<file path="config.mk">
export PLATFORM = sky130hd
export DESIGN_NAME = irq_arbiter_flat
export DESIGN_NICKNAME = d
export VERILOG_FILES = /design/src/rtl/irq_arbiter_if.sv /design/src/rtl/irq_arbiter.sv /design/src/flat_wrapper.sv
export SDC_FILE = /design/constraint.sdc
export NUM_CORES = 1
export LEC_CHECK = 0
export BUFFER_PORTS_ARGS = -buffer_cell sky130_fd_sc_hd__clkbuf_2
export CAP_MARGIN = 10
export CORE_MARGIN = 1
export CORE_UTILIZATION = 25
export CTS_BUF_LIST = sky130_fd_sc_hd__clkbuf_8
export DETAILED_ROUTE_END_ITERATION = 10
export PLACE_DENSITY = 0.44
export SYNTH_ARGS = -nofsm -noshare
export SYNTH_HDL_FRONTEND = slang
export SYNTH_SLANG_ARGS = --single-unit
export TNS_END_PERCENT = 20
</file>
<file path="constraint.sdc">
create_clock -name clk -period 1.2 [get_ports clk]
set_input_delay 0.06 -clock clk [delete_from_list [all_inputs] [get_ports clk]]
set_output_delay 0.06 -clock clk [all_outputs]
set_load 0.02 [all_outputs]
</file>
<file path="src/rtl/irq_arbiter_if.sv">
// Signal bundle between the interrupt arbiter, its sources and the processor controller.
// Handshake: ExtIRQ is held with irq_id frozen until ExtIAck; ERet ends service.
interface irq_arbiter_if #(
  parameter int N_SRC = 4,
  parameter int ID_W  = $clog2(N_SRC)
);
  logic [N_SRC-1:0] irq_req;
  logic [N_SRC-1:0] irq_mask;
  logic             ExtIAck;
  logic             ERet;
  logic             ExtIRQ;
  logic [ID_W-1:0]  irq_id;
  logic [N_SRC-1:0] irq_ack;
  logic             in_service;
  logic [N_SRC-1:0] pending;
  logic [N_SRC-1:0] overrun;
  logic [1:0]       fsm_state;

  modport master (
    input  irq_req, irq_mask, ExtIAck, ERet,
    output ExtIRQ, irq_id, irq_ack, in_service, pending, overrun, fsm_state
  );

  modport slave (
    output irq_req, irq_mask, ExtIAck, ERet,
    input  ExtIRQ, irq_id, irq_ack, in_service, pending, overrun, fsm_state
  );
endinterface

</file>
<file path="src/rtl/irq_arbiter.sv">
// Edge-latching fixed-priority interrupt arbiter; one non-nested external interrupt
// is sequenced through request, acknowledge and return-from-exception.
module irq_arbiter #(
  parameter int N_SRC = 4,
  parameter int ID_W  = $clog2(N_SRC)
) (
  input logic            clk,
  input logic            reset,
  irq_arbiter_if.master  bus
);

  typedef enum logic [1:0] {
    IDLE    = 2'd0,
    REQ     = 2'd1,
    SERVICE = 2'd2
  } state_t;

  state_t           state_q, state_n;
  logic [N_SRC-1:0] req_q;
  logic [N_SRC-1:0] pending_q, pending_n;
  logic [N_SRC-1:0] overrun_q, overrun_n;
  logic [N_SRC-1:0] irq_ack_q, irq_ack_n;
  logic             ext_irq_q, ext_irq_n;
  logic             in_service_q, in_service_n;
  logic [ID_W-1:0]  irq_id_q, irq_id_n;

  logic [N_SRC-1:0] rise;
  logic [N_SRC-1:0] eligible;
  logic [N_SRC-1:0] grant_vec;
  logic [ID_W-1:0]  sel;

  always_ff @(posedge clk or posedge reset) begin
    if (reset) begin
      state_q      <= IDLE;
      req_q        <= '0;
      pending_q    <= '0;
      overrun_q    <= '0;
      irq_ack_q    <= '0;
      ext_irq_q    <= 1'b0;
      in_service_q <= 1'b0;
      irq_id_q     <= '0;
    end else begin
      state_q      <= state_n;
      req_q        <= bus.irq_req;
      pending_q    <= pending_n;
      overrun_q    <= overrun_n;
      irq_ack_q    <= irq_ack_n;
      ext_irq_q    <= ext_irq_n;
      in_service_q <= in_service_n;
      irq_id_q     <= irq_id_n;
    end
  end

  always_comb begin
    rise      = bus.irq_req & ~req_q;
    eligible  = pending_q & ~bus.irq_mask;
    grant_vec = '0;
    sel       = '0;
    // Descending scan so the lowest eligible index is the one left in sel.
    for (int i = N_SRC - 1; i >= 0; i--) begin
      if (eligible[i]) sel = i[ID_W-1:0];
    end

    state_n      = state_q;
    ext_irq_n    = ext_irq_q;
    in_service_n = in_service_q;
    irq_id_n     = irq_id_q;
    irq_ack_n    = '0;

    case (state_q)
      IDLE: begin
        if (|eligible) begin
          state_n   = REQ;
          irq_id_n  = sel;
          ext_irq_n = 1'b1;
        end
      end
      REQ: begin
        if (bus.ExtIAck) begin
          grant_vec    = {{(N_SRC-1){1'b0}}, 1'b1} << irq_id_q;
          state_n      = SERVICE;
          ext_irq_n    = 1'b0;
          in_service_n = 1'b1;
          irq_ack_n    = grant_vec;
        end
      end
      SERVICE: begin
        if (bus.ERet) begin
          state_n      = IDLE;
          in_service_n = 1'b0;
        end
      end
      default: state_n = IDLE;
    endcase

    // A fresh edge in the grant cycle keeps the bit pending.
    pending_n = (pending_q & ~grant_vec) | rise;
    overrun_n = overrun_q | (rise & pending_q & ~grant_vec);
  end

  assign bus.ExtIRQ     = ext_irq_q;
  assign bus.irq_id     = irq_id_q;
  assign bus.irq_ack    = irq_ack_q;
  assign bus.in_service = in_service_q;
  assign bus.pending    = pending_q;
  assign bus.overrun    = overrun_q;
  assign bus.fsm_state  = state_q;

endmodule
</file>
<file path="src/flat_wrapper.sv">
// flat-port wrapper written by rule: the top's interface ports become plain ports
module irq_arbiter_flat 
#(
  parameter int N_SRC = 4,
  parameter int ID_W  = $clog2(N_SRC)
)
  (clk, reset, bus_irq_req, bus_irq_mask, bus_ExtIAck, bus_ERet, bus_ExtIRQ, bus_irq_id, bus_irq_ack, bus_in_service, bus_pending, bus_overrun, bus_fsm_state);
  irq_arbiter_if #(.N_SRC(N_SRC), .ID_W(ID_W)) bus_i ();
  input logic clk;
  input logic reset;
  input wire logic [$bits(bus_i.irq_req)-1:0] bus_irq_req;
  input wire logic [$bits(bus_i.irq_mask)-1:0] bus_irq_mask;
  input wire logic [$bits(bus_i.ExtIAck)-1:0] bus_ExtIAck;
  input wire logic [$bits(bus_i.ERet)-1:0] bus_ERet;
  output wire logic [$bits(bus_i.ExtIRQ)-1:0] bus_ExtIRQ;
  output wire logic [$bits(bus_i.irq_id)-1:0] bus_irq_id;
  output wire logic [$bits(bus_i.irq_ack)-1:0] bus_irq_ack;
  output wire logic [$bits(bus_i.in_service)-1:0] bus_in_service;
  output wire logic [$bits(bus_i.pending)-1:0] bus_pending;
  output wire logic [$bits(bus_i.overrun)-1:0] bus_overrun;
  output wire logic [$bits(bus_i.fsm_state)-1:0] bus_fsm_state;
  assign bus_i.irq_req = bus_irq_req;
  assign bus_i.irq_mask = bus_irq_mask;
  assign bus_i.ExtIAck = bus_ExtIAck;
  assign bus_i.ERet = bus_ERet;
  assign bus_ExtIRQ = bus_i.ExtIRQ;
  assign bus_irq_id = bus_i.irq_id;
  assign bus_irq_ack = bus_i.irq_ack;
  assign bus_in_service = bus_i.in_service;
  assign bus_pending = bus_i.pending;
  assign bus_overrun = bus_i.overrun;
  assign bus_fsm_state = bus_i.fsm_state;
  irq_arbiter #(.N_SRC(N_SRC), .ID_W(ID_W)) u_core (.clk(clk), .reset(reset), .bus(bus_i));
endmodule
</file>
# ---- After elaboration in Yosys (flattened, before gate mapping)
# Index checks and enable logic that the tools add are counted.
dict set report totals {
  reg_bits 22
  out_inout_bits 18
  inputBits 12
  word_cells 48
}
dict set report op_classes {
  muxes 16
  bitwise 10
  n_reduce_logical 8
  shift 1
  n_eq_ne 5
}
# op count
set op_table {}
lappend op_table {{4-bit AND} 5}
lappend op_table {{2-bit two-way mux} 7}
lappend op_table {{4-bit NOT} 3}
lappend op_table {{3-bit AND reduction} 3}
lappend op_table {{4-bit two-way mux} 2}
lappend op_table {{4-bit bitwise OR} 2}
lappend op_table {{2-bit one-hot mux with 3 select lines} 1}
lappend op_table {{1-bit two-way mux} 4}
lappend op_table {{2-bit inequality test (second input constant)} 2}
lappend op_table {{1-bit one-hot mux with 2 select lines} 2}
lappend op_table {{2-bit nonzero test} 2}
lappend op_table {{4-bit OR reduction} 1}
lappend op_table {{1-bit by 2-bit left shift with 4-bit output (first input constant)} 1}
lappend op_table {{2-bit by 1-bit equality test with 1-bit output (second input constant)} 1}
lappend op_table {{2-bit equality test (second input constant)} 1}
lappend op_table {{2-bit logical NOT} 1}
lappend op_table {{2-bit by 1-bit inequality test with 1-bit output (second input constant)} 1}
lappend op_table {{2-bit AND reduction} 1}

# ---- Logic depth before layout (Yosys ltp)
# Gate-level depths: netlist (run 1).
dict set report depth {
  depth_word 6
  ltp_mapped 3
  depth_no_buf 3
}

# ---- Least setup slack after synthesis (run 1)
# OpenSTA, ideal clock, no wires.
dict set report synth_path {
  kind {reg2reg}
  from {reg u_core.state_q[1], in the netlist u_core.bus.fsm_state[1]}
  to {reg u_core.overrun_q[2], in the netlist u_core.bus.overrun[2]}
  path_buffers 0
  required_ns 1.080
  slack_ns -0.092
  setup_time_ns 0.120
  path_stages_with_launch 4
  synth_period_minus_slack_ns 1.292
  arrival_time_ns 1.173
  path_cell_list {dfrtp_1 and3b_4 nand3b_2 a31o_1}
}
dict set report synth_between {
  elab_chain_cells 5
}
# element line_no
set synth_lines {}
lappend synth_lines {{from (decl)} irq_arbiter.sv:18} ;# state_t state_q, state_n;
lappend synth_lines {{from (signal assigned)} irq_arbiter.sv:43} ;# state_q <= state_n;
lappend synth_lines {{2-bit by 1-bit equality test with 1-bit output} irq_arbiter.sv:70} ;# case (state_q)
lappend synth_lines {{4-bit two-way mux} irq_arbiter.sv:70}
lappend synth_lines {{4-bit NOT} irq_arbiter.sv:98} ;# overrun_n = overrun_q | (rise & pending_q & ~grant_vec);
lappend synth_lines {{4-bit AND} irq_arbiter.sv:98}
lappend synth_lines {{4-bit bitwise OR} irq_arbiter.sv:98}
lappend synth_lines {{net u_core.overrun_n[2]} irq_arbiter.sv:21} ;# logic [N_SRC-1:0] overrun_q, overrun_n;
lappend synth_lines {{to (signal assigned)} irq_arbiter.sv:46} ;# overrun_q <= overrun_n;
lappend synth_lines {{to (decl)} irq_arbiter.sv:21}
# The timed path passes the listed nets, and every way through them passes these cells.
# A chain may end at the register's enable or synchronous reset.

# ---- Worst setup path after layout (run 1)
# Ends and elaborated chain as after synthesis.

==> metrics.md, run 1 <==
| Metric | Value |
|---|---|
| GRT overflow | 0 |
| Outcome | completed |
| Worst R2R Setup Slack | around 39 ps |
| Endpoint, Worst Hold | u_core.bus.fsm_state[0] |
| Synthesized flop and latch total | 22 |
| Reg2Reg Capture Point | u_core.bus.overrun[2] |
| Post-Synth XOR/XNOR Area | 0 |
| Hold WS | between 40 and 50 ps |
| Largest net degree at the start of global routing | 23 |
| Final Util | 0.4043 |
| Worst Skew | 6.189 ps |
| Nets@finish | ~130 |
| Initial antenna violation count | 0 |
| Slew Viols, Final | 0 |
| CTS buffer count | 3 |
| CP max stage cell | dfrtp_2 |
| Fin crit share | 0.9674 |
| CTS tree | yes |
| GRT Total Usage | 0.1126 |
| R2r worst-path depth | 3 |
| Clock Path Buffers | 2 |
| Top_reg_cell synth | dfrtp_1 |
| Die width | a little over 60 um |
| CP max FO | 3 |
| RSZ-0062 raised after global routing | yes |
| Initial drt markers | 19 |
| Slew @ Worst Pin | around 310 ps |
| Synth Area in Adders | 0 |
| FP Rows | 20 |
| Synth area leader | dfrtp_1 |
| Final setup viols | 0 |
| Clk slew on worst S/H paths | around 80 ps |
| Net Count, Synth | 82 |
| Post-synth top area share | 0.6368 |
| Most frequent cells in the layout | clkbuf_2 (29), dfrtp_1 (19), buf_4 (10) |
| CTS sink cnt | 22 |
| Starting density of the core | 0.2720 |
| Port bufs | 29 |
| Die ar. | around 0.0037 sq mm |
| Clock Tree Root | clkbuf_8 |
| Leakage | 0.6099 nW |
| Commonest non-fill, non-tap cell in the layout | clkbuf_2 |
| Yosys cell types | 23 |
| Post-route DRC | 0 |
| First-pass GRT wire length | between 2000 and 3000 um |
| Ant. Diodes | 0 |
| Vias | around 700 |
| Die span in y | slightly above 60 um |
| DRT antenna net count | 0 |
| F_max | about 0.86 GHz |
| Worst path cell trace | and3b_4 > nand3b_2 > a31o_1 |
| VDD IR-drop max | approximately 0.95 mV |
| Max-cap viol count | 0 |
| FF-to-FF Start | u_core.bus.fsm_state[1] |
| Vias per cell | 4.282 |
| Worst Setup End Kind | flip-flop |
| Core area | 0.003178 sq mm |
| Vias in the first global route | about 600 |
| DRT Wirelength | between 1500 and 2000 um |
| Mux cell area share after synthesis | 0 |
| Area fraction in compound gates after synthesis | 0.1751 |
| Clk_lat worst skew | around 260 ps |
| PwrDens | around 2300 mW/mm^2 |
| Minimum clock period | between 1000 and 1500 ps |
| Layout area overhead | 48.62% |
| CP max stage delay | between 400 and 500 ps |
| Main combinational cell family by area after synthesis | compound AO/OA/AOI/OAI gates |
| Worst EP required | 1360 ps |
| Arr. time, crit path | 1320 ps |
| Post-synth ARST share | 1.000 |
| Hold Crit Depth | 2 |
| Share of post-route cells with drive strength above 1 | 0.4706 |
| Htree depth | 1 |
| Setup crit start kind | flip-flop |
| Post-Synth Simple-Gate Area | 0.1664 |
| Detail Placement HPWL | between 1000 and 1500 um |
| IO Pins | 30 |
| Number of fill cells | roughly 320 |
| Worst Hold Launch | bus_ExtIAck |
| Mapped Area | approximately 860 sq um |
| Hold/Removal Path Class | in -> reg |
| Critical path class | reg -> reg |
| Syn_area_per_cell | roughly 12 sq um |
| Synth warnings | 0 |
| Max-slew headroom | 0.7910 |
| Synth area leaders | dfrtp_1 (64%), nor2b_1 (4.3%), nand2b_1 (2.9%), a21o_1 (2.6%), o21ai_0 (2.3%) |
| Drt first pass iters | 4 |
| Final Hold Fails | 0 |
| Share of the yosys chip area belonging to registers | 0.6368 |
| Total power | between 2 and 3 mW |
| Routed len/inst | ~11 um |
| EDFF count, synth | 0 |
| GPL Wtd Cong | approximately 0.75 |
| Synth Instances | 70 |
==> cells by family after synthesis <==
| kind of cell | after synthesis |
|---|---|
| AOI/OAI and AO/OA | 20 |
| buffers and inverters | 5 |
| DFF | 22 |
| and+or+nand+nor | 23 |
==> area by class of cell <==
type	instances	area, sq um	share of cell area
Timing Repair Buffer	45	281.5	0.2191
Sequential cell	22	554.3	0.4314
Tap cell	44	55.05	0.04284
Clock buffer	4	55.05	0.04284
Inverter	5	18.77	0.01461
Multi-Input combinational cell	43	320.3	0.2493
==> what timing repair did <==
item,CTS,global route
gates resized for setup,0,6
buffers inserted,0,1
hold endpoints to repair,26,0
endpoints found under the setup margin,0,10
hold buffers,5,0
==> per-layer routing <==
metal  global-route usage  vias to the layer above  share of wire
met1               0.1472                      333           0.47
li1                     -                      342              -
met3              0.03838                        2          0.050
met5                    0                        -              0
met4              0.02922                        0         0.0077
met2               0.1790                       21           0.47
==> worst max-delay path by stage <==
| stage | endpoint | from |
|---|---|---|
| 3_3_place_gp | u_core.bus.overrun[3] | u_core.bus.fsm_state[1] |
| 3_5_place_dp | u_core.bus.overrun[3] | u_core.bus.fsm_state[1] |
| 6_report | u_core.bus.overrun[2] | u_core.bus.fsm_state[1] |
| 5_1_grt | u_core.bus.pending[1] | u_core.bus.fsm_state[1] |
| 2_1_floorplan | u_core.bus.overrun[2] | u_core.bus.fsm_state[0] |
| 4_1_cts | u_core.bus.overrun[3] | u_core.bus.fsm_state[1] |
==> state kept, by name (all words and copies together) (netlist names) <==
name                   count
u_core.bus.ExtIRQ          1
u_core.bus.fsm_state       2
u_core.bus.in_service      1
u_core.bus.irq_ack         4
u_core.bus.irq_id          2
u_core.bus.overrun         4
u_core.bus.pending         4
u_core.req_q               4
==> critical path, delay by kind of cell, from the launching register on <==
kind | cells | cell delay [ps]
AOI/OAI and AO/OA | 1 | 210
and+or+nand+nor | 2 | 430
DFF | 1 | 420
==> metrics by stage <==
step                      worst slack [ps]  cell area, sq um  TNS (ps)  instances
after floorplan                     -38.40             873.3    -90.13         70
after global placement               40.61              1149         0        153
after detailed placement             26.66              1149         0        153
after CTS                            21.19              1254         0        162
after global routing                -42.72              1285    -99.11        163
final                                39.07              1285         0        163
==> report_power, final <==
part           switching, mW  internal [mW]  leakage, nW
registers              0.178          0.929        0.240
logic                  0.688          0.598        0.341
clock network          0.232          0.292       0.0288
total                   1.10           1.82        0.610
==> synthesized netlist by cell type (all sizes together) (2+ instances only) <==
cell / number
dfrtp: 22
nor2b: 6
o21ai: 6
inv: 5
nand2: 4
nand2b: 4
nor2: 4
a21o: 3
a21oi: 2
a31o: 2
o21bai: 2
o41ai: 2
No activity file was read; power rests on OpenSTA's default activity.
==> run 2: changes to the inputs <==
--- a/config.mk
+++ b/config.mk
@@ -11,6 +11,7 @@
 export CORE_UTILIZATION = 25
 export CTS_BUF_LIST = sky130_fd_sc_hd__clkbuf_8
 export DETAILED_ROUTE_END_ITERATION = 10
+export HOLD_SLACK_MARGIN = 0.05
 export PLACE_DENSITY = 0.44
 export SYNTH_ARGS = -nofsm -noshare
 export SYNTH_HDL_FRONTEND = slang
==> metrics.md, run 2 (synthesis gave the netlist of run 1 again) <==
| Metric | Value |
|---|---|
| Outcome | completed |
| Max-cap viol count | 0 |
| CTS sink cnt | 22 |
| CTS buffer count | 3 |
| Vias per cell | ~4.3 |
| Share of post-route cells with drive strength above 1 | 0.4667 |
| Commonest non-fill, non-tap cell in the layout | clkbuf_2 |
| VDD IR-drop max | approximately 0.95 mV |
| Vias in the first global route | around 610 |
| Post-place setup slack | ~27 ps |
| IO Pins | 30 |
| Die span in y | ~60 um |
| CP max FO | 3 |
| Minimum clock period | around 1200 ps |
| Largest net degree at the start of global routing | 23 |
| Final Hold Fails | 0 |
| CTS tree | yes |
| Number of buffer and inverter stages on the critical path | 0 |
| Layout area overhead | 49.78% |
| Worst Setup End Kind | flip-flop |
| Final setup viols | 0 |
| Worst EP required | roughly 1400 ps |
| Met3 usage | 0.03838 |
| Clock Path Buffers | 2 |
| Sequential share of power | 0.379 |
| DRT antenna net count | 0 |
| First-pass GRT wire length | about 2900 um |
| Clock group share of total power | 0.180 |
| F_max | between 0.8 and 0.9 GHz |
| Gate power share | 0.441 |
| Vias | around 700 |
| Leakage | between 0.6 and 0.7 nW |
| Htree depth | 1 |
| Fin crit share | 0.9674 |
| GRT Total Usage | 0.1126 |
| Slew @ Worst Pin | 312.8 ps |
| CP max stage cell | dfrtp_2 |
| Worst Skew | between 6 and 7 ps |
| Nets@finish | ~130 |
| Met1 GRT Util | 0.1472 |
| Arr. time, crit path | 1320 ps |
| Psw | 1.099 mW |
| Drt first pass iters | 4 |
| DP Area | approximately 0.0011 sq mm |
| Initial antenna violation count | 0 |
| Post-route DRC | 0 |
| Clock Tree Root | clkbuf_8 |
| Gr busiest metal | met2 |
| Met2 Use GR | 0.1790 |
| Number of fill cells | between 300 and 400 |
| Final worst slack | 39.07 ps |
| RSZ-0062 raised after global routing | yes |
| Initial drt markers | 11 |
| DRT Wirelength | 1822 um |
| CP max stage delay | 420 ps |
| Max-slew headroom | 0.7910 |
| Top delay family on crit path | simple AND/OR/NAND/NOR gates |
| Worst path cell trace | and3b_4 > nand3b_2 > a31o_1 |
| Critical path class | reg -> reg |
| Cell Int Power | between 1.5 and 2 mW |
| Hold/Removal Path Class | in -> reg |
| Detail Placement HPWL | 1363 um |
| FP Rows | 20 |
| Switching share of power | 0.3764 |
| PwrDens | between 2000 and 2500 mW/mm^2 |
| Clk slew on worst S/H paths | around 80 ps |
| Starting density of the core | 0.2720 |
| Port bufs | 29 |
| GPL Wtd Cong | 0.7522 |
| Finished Cell Area | 0.001295 sq mm |
| Die ar. | around 0.0037 sq mm |
| Clk_lat worst skew | 260 ps |
| Setup crit start kind | flip-flop |
| Core area | roughly 0.0032 sq mm |
| Die width | around 60 um |
| Ant. Diodes | 0 |
| Routed len/inst | around 11 um |
| Slew Viols, Final | 0 |
| Most frequent cells in the layout | clkbuf_2 (29), dfrtp_1 (19), buf_4 (10) |
| GRT overflow | 0 |
==> run 2: cell count changes in the layout (fill, tap and decap cells not counted) <==
| cell | previous run | this run |
|---|---|---|
| dlygate4sd3_1 | 5 | 6 |
==> run 2: worst min-delay path: stages <==
cell	delay, ps
clkbuf_2	90
inv_1	40
o21ai_0	60
o21ai_0	70
==> run 2: layout make-up <==
class / instances / area (sq um) / share of cell area
inverters: 5 / 18.77 / 0.01449
well taps: 44 / 55.05 / 0.04251
multi-input cells: 43 / 320.3 / 0.2473
clock buffers: 4 / 55.05 / 0.04251
repair buffers: 46 / 291.5 / 0.2251
flip-flops and latches: 22 / 554.3 / 0.4280
==> run 2: final timing paths <==
path	startpoint	endpoint	slack [ps]	cells after the start
setup / recovery	u_core.bus.fsm_state[1]	u_core.bus.overrun[2]	40	3
hold / removal	bus_ERet	u_core.bus.in_service	100	4
setup reg to reg	u_core.bus.fsm_state[1]	u_core.bus.overrun[2]	40	3
hold reg to reg	u_core.bus.overrun[2]	u_core.bus.overrun[2]	470	1
max in group asynchronous	reset	u_core.bus.irq_id[0]	600	4
min in group asynchronous	reset	u_core.bus.pending[2]	360	4
==> run 2: what timing repair did <==
action                                 in CTS  in global routing
endpoints found under the hold margin      28                  0
setup buffers                               0                  1
hold buffers                                6                  0
setup endpoints to repair                   0                 10
resized for setup                           0                  6
==> run 2: power groups by stage <==
stage	clock network, mW	logic [mW]	registers [mW]
floorplan	0	0.442	1.35
global placement	0	1.23	1.10
detailed placement	0	1.22	1.10
CTS	0.555	1.24	1.09
global route	0.579	1.41	1.14
finish	0.524	1.29	1.11
==> run 2: through the flow <==
step                      instances  total power, mW  hold WS (ps)  utilization  TNS [ps]
final                           164            2.919         95.21       0.4075         0
after global routing            164            3.124         116.8       0.4075    -99.11
after CTS                       163            2.882         85.60       0.3976         0
after detailed placement        153            2.326         98.92       0.3614         0
after global placement          153            2.324         94.55       0.3614         0
after floorplan                  70            1.788         49.16            -    -90.13
==> run 2: routing by layer <==
layer | wire [um] | part of all wire
met1 | 852 | 0.47
met2 | 864 | 0.47
met3 | 91 | 0.050
met5 | 0 | 0
met4 | 14 | 0.0077
==> run 3: changes to the inputs <==
==> constraint.sdc (replaced) <==
create_clock -name clk -period 1.2 [get_ports clk]
set_input_delay 0.18 -clock clk [delete_from_list [all_inputs] [get_ports clk]]
set_output_delay 0.18 -clock clk [all_outputs]
set_load 0.02 [all_outputs]
==> metrics.md, run 3 (synthesis gave the netlist of run 1 again) <==
| Metric | Value |
|---|---|
| Finished Layout Cells | between 150 and 200 |
| Slew @ Worst Pin | 317.1 ps |
| Clk slew on worst S/H paths | around 80 ps |
| DRT antenna net count | 0 |
| Starting density of the core | 0.2720 |
| Final setup viols | 0 |
| Fin crit share | 0.9783 |
| RSZ-0062 raised after global routing | yes |
| CTS tree | yes |
| Setup TNS | 0 ps |
| CTS sink cnt | 22 |
| Die ar. | 0.003697 sq mm |
| Ant. Diodes | 0 |
| GPL Wtd Cong | between 0.7 and 0.8 |
| Worst path cell trace | and3b_4 > nand3_2 > a31o_1 |
| F_max | about 0.85 GHz |
| Htree depth | 1 |
| Finished Cell Area | 0.001266 sq mm |
| Die width | 60.81 um |
| Largest net degree at the start of global routing | 23 |
| PwrDens | around 2300 mW/mm^2 |
| Nets@finish | 131 |
| Post-route DRC | 0 |
| Routed len/inst | about 11 um |
| Commonest non-fill, non-tap cell in the layout | clkbuf_2 |
| Setup crit start kind | flip-flop |
| Leakage | 0.6004 nW |
| Clock Path Buffers | 2 |
| DRT Wirelength | around 1800 um |
| FP Rows | 20 |
| CP max FO | 3 |
| Most frequent cells in the layout | clkbuf_2 (28), dfrtp_1 (18), buf_4 (9) |
| Multi-input gate area | 311.5 sq um |
| Slew Viols, Final | 0 |
| Max-slew headroom | 0.7881 |
| Minimum clock period | 1174 ps |
| Final Hold Fails | 0 |
| Number of buffer and inverter stages on the critical path | 0 |
| Number of fill cells | 334 |
| Layout area overhead | 46.45% |
| Max-cap viol count | 0 |
| Clock Tree Root | clkbuf_8 |
| Vias per cell | ~4.3 |
| Hold/Removal Path Class | in -> reg |
| DP Area | about 0.0011 sq mm |
| First-pass GRT wire length | just under 3000 um |
| CTS buffer count | 3 |
| Worst EP required | around 1400 ps |
| Initial antenna violation count | 0 |
| Worst Skew | about 5.2 ps |
| Arr. time, crit path | between 1000 and 1500 ps |
| Share of post-route cells with drive strength above 1 | 0.4576 |
| Initial drt markers | 4 |
| Cells after DPL | 152 |
| Port bufs | 29 |
| Die span in y | 60.81 um |
| CP max stage delay | around 420 ps |
| Vias | a little under 700 |
| GRT overflow | 0 |
| Clk_lat worst skew | approximately 260 ps |
| Critical path class | reg -> reg |
| Top delay family on crit path | simple AND/OR/NAND/NOR gates |
| Detail Placement HPWL | 1330 um |
| Hold WS | 152.3 ps |
| VDD IR-drop max | roughly 0.9 mV |
| Vias in the first global route | 623 |
| GRT Total Usage | 0.1121 |
| Worst Setup End Kind | flip-flop |
| Outcome | completed |
| Flip-flop and latch area | 555.5 sq um |
| CP max stage cell | dfrtp_2 |
| Drt first pass iters | 4 |
| IO Pins | 30 |
| Core area | around 0.0032 sq mm |
==> run 3: changes by cell type in the layout (fill, tap and decap cells not counted), sizes merged <==
| cell | previous run | this run |
|---|---|---|
| clkbuf | 33 | 31 |
| inv | 5 | 6 |
| dlygate4sd3 | 6 | 5 |
==> run 3: final cells by class <==
cell class	instances	share of cell area
Sequential cell	22	0.4387
Inverter	5	0.01482
Clock buffer	3	0.03261
Clock inverter	1	0.002964
Multi-Input combinational cell	43	0.2460
Tap cell	44	0.04348
Timing Repair Buffer	44	0.2213
==> run 3: worst paths after layout <==
check                      slack [ps]                 endpoint  cells past startpoint               startpoint
setup / recovery                   30    u_core.bus.overrun[3]                      3  u_core.bus.fsm_state[1]
setup reg to reg                   30    u_core.bus.overrun[3]                      3  u_core.bus.fsm_state[1]
max in group asynchronous         490  u_core.bus.fsm_state[1]                      4                    reset
hold reg to reg                   470    u_core.bus.overrun[2]                      1    u_core.bus.overrun[2]
min in group asynchronous         480    u_core.bus.pending[2]                      4                    reset
hold / removal                    150  u_core.bus.fsm_state[0]                      2              bus_ExtIAck
==> run 3: what timing repair did <==
action                                 CTS  global route
gates resized for setup                  2             7
hold buffers                             5             0
buffers inserted                         0             1
setup endpoints to repair                3            10
endpoints found under the hold margin   26             0
==> run 3: where the power goes <==
part / total, mW / switching, mW / internal (mW) / leakage, nW
logic: 1.27 / 0.671 / 0.600 / 0.335
registers: 1.12 / 0.190 / 0.932 / 0.239
clock network: 0.462 / 0.234 / 0.228 / 0.0269
==> run 3: metrics by stage <==
step	util	setup WS (ps)	power [mW]
2_1_floorplan	-	-38.40	1.788
3_3_place_gp	0.3591	32.64	2.299
3_5_place_dp	0.3591	20.91	2.300
4_1_cts	0.3898	-0.4571	2.802
5_1_grt	0.3984	-18.66	3.056
6_report	0.3984	25.99	2.855
==> run 3: metal layers <==
metal | vias up | routed length [um] | global-route usage
li1 | 341 | - | -
met1 | 333 | 874 | 0.1470
met2 | 20 | 852 | 0.1648
met3 | 2 | 94 | 0.04904
met4 | 0 | 14 | 0.03896
met5 | - | 0 | 0
==> run 3: worst register-to-register path: stages, from the launching register on <==
cell     delay [ps]
dfrtp_2         420
and3b_4         330
nand3_2         100
a31o_1          220
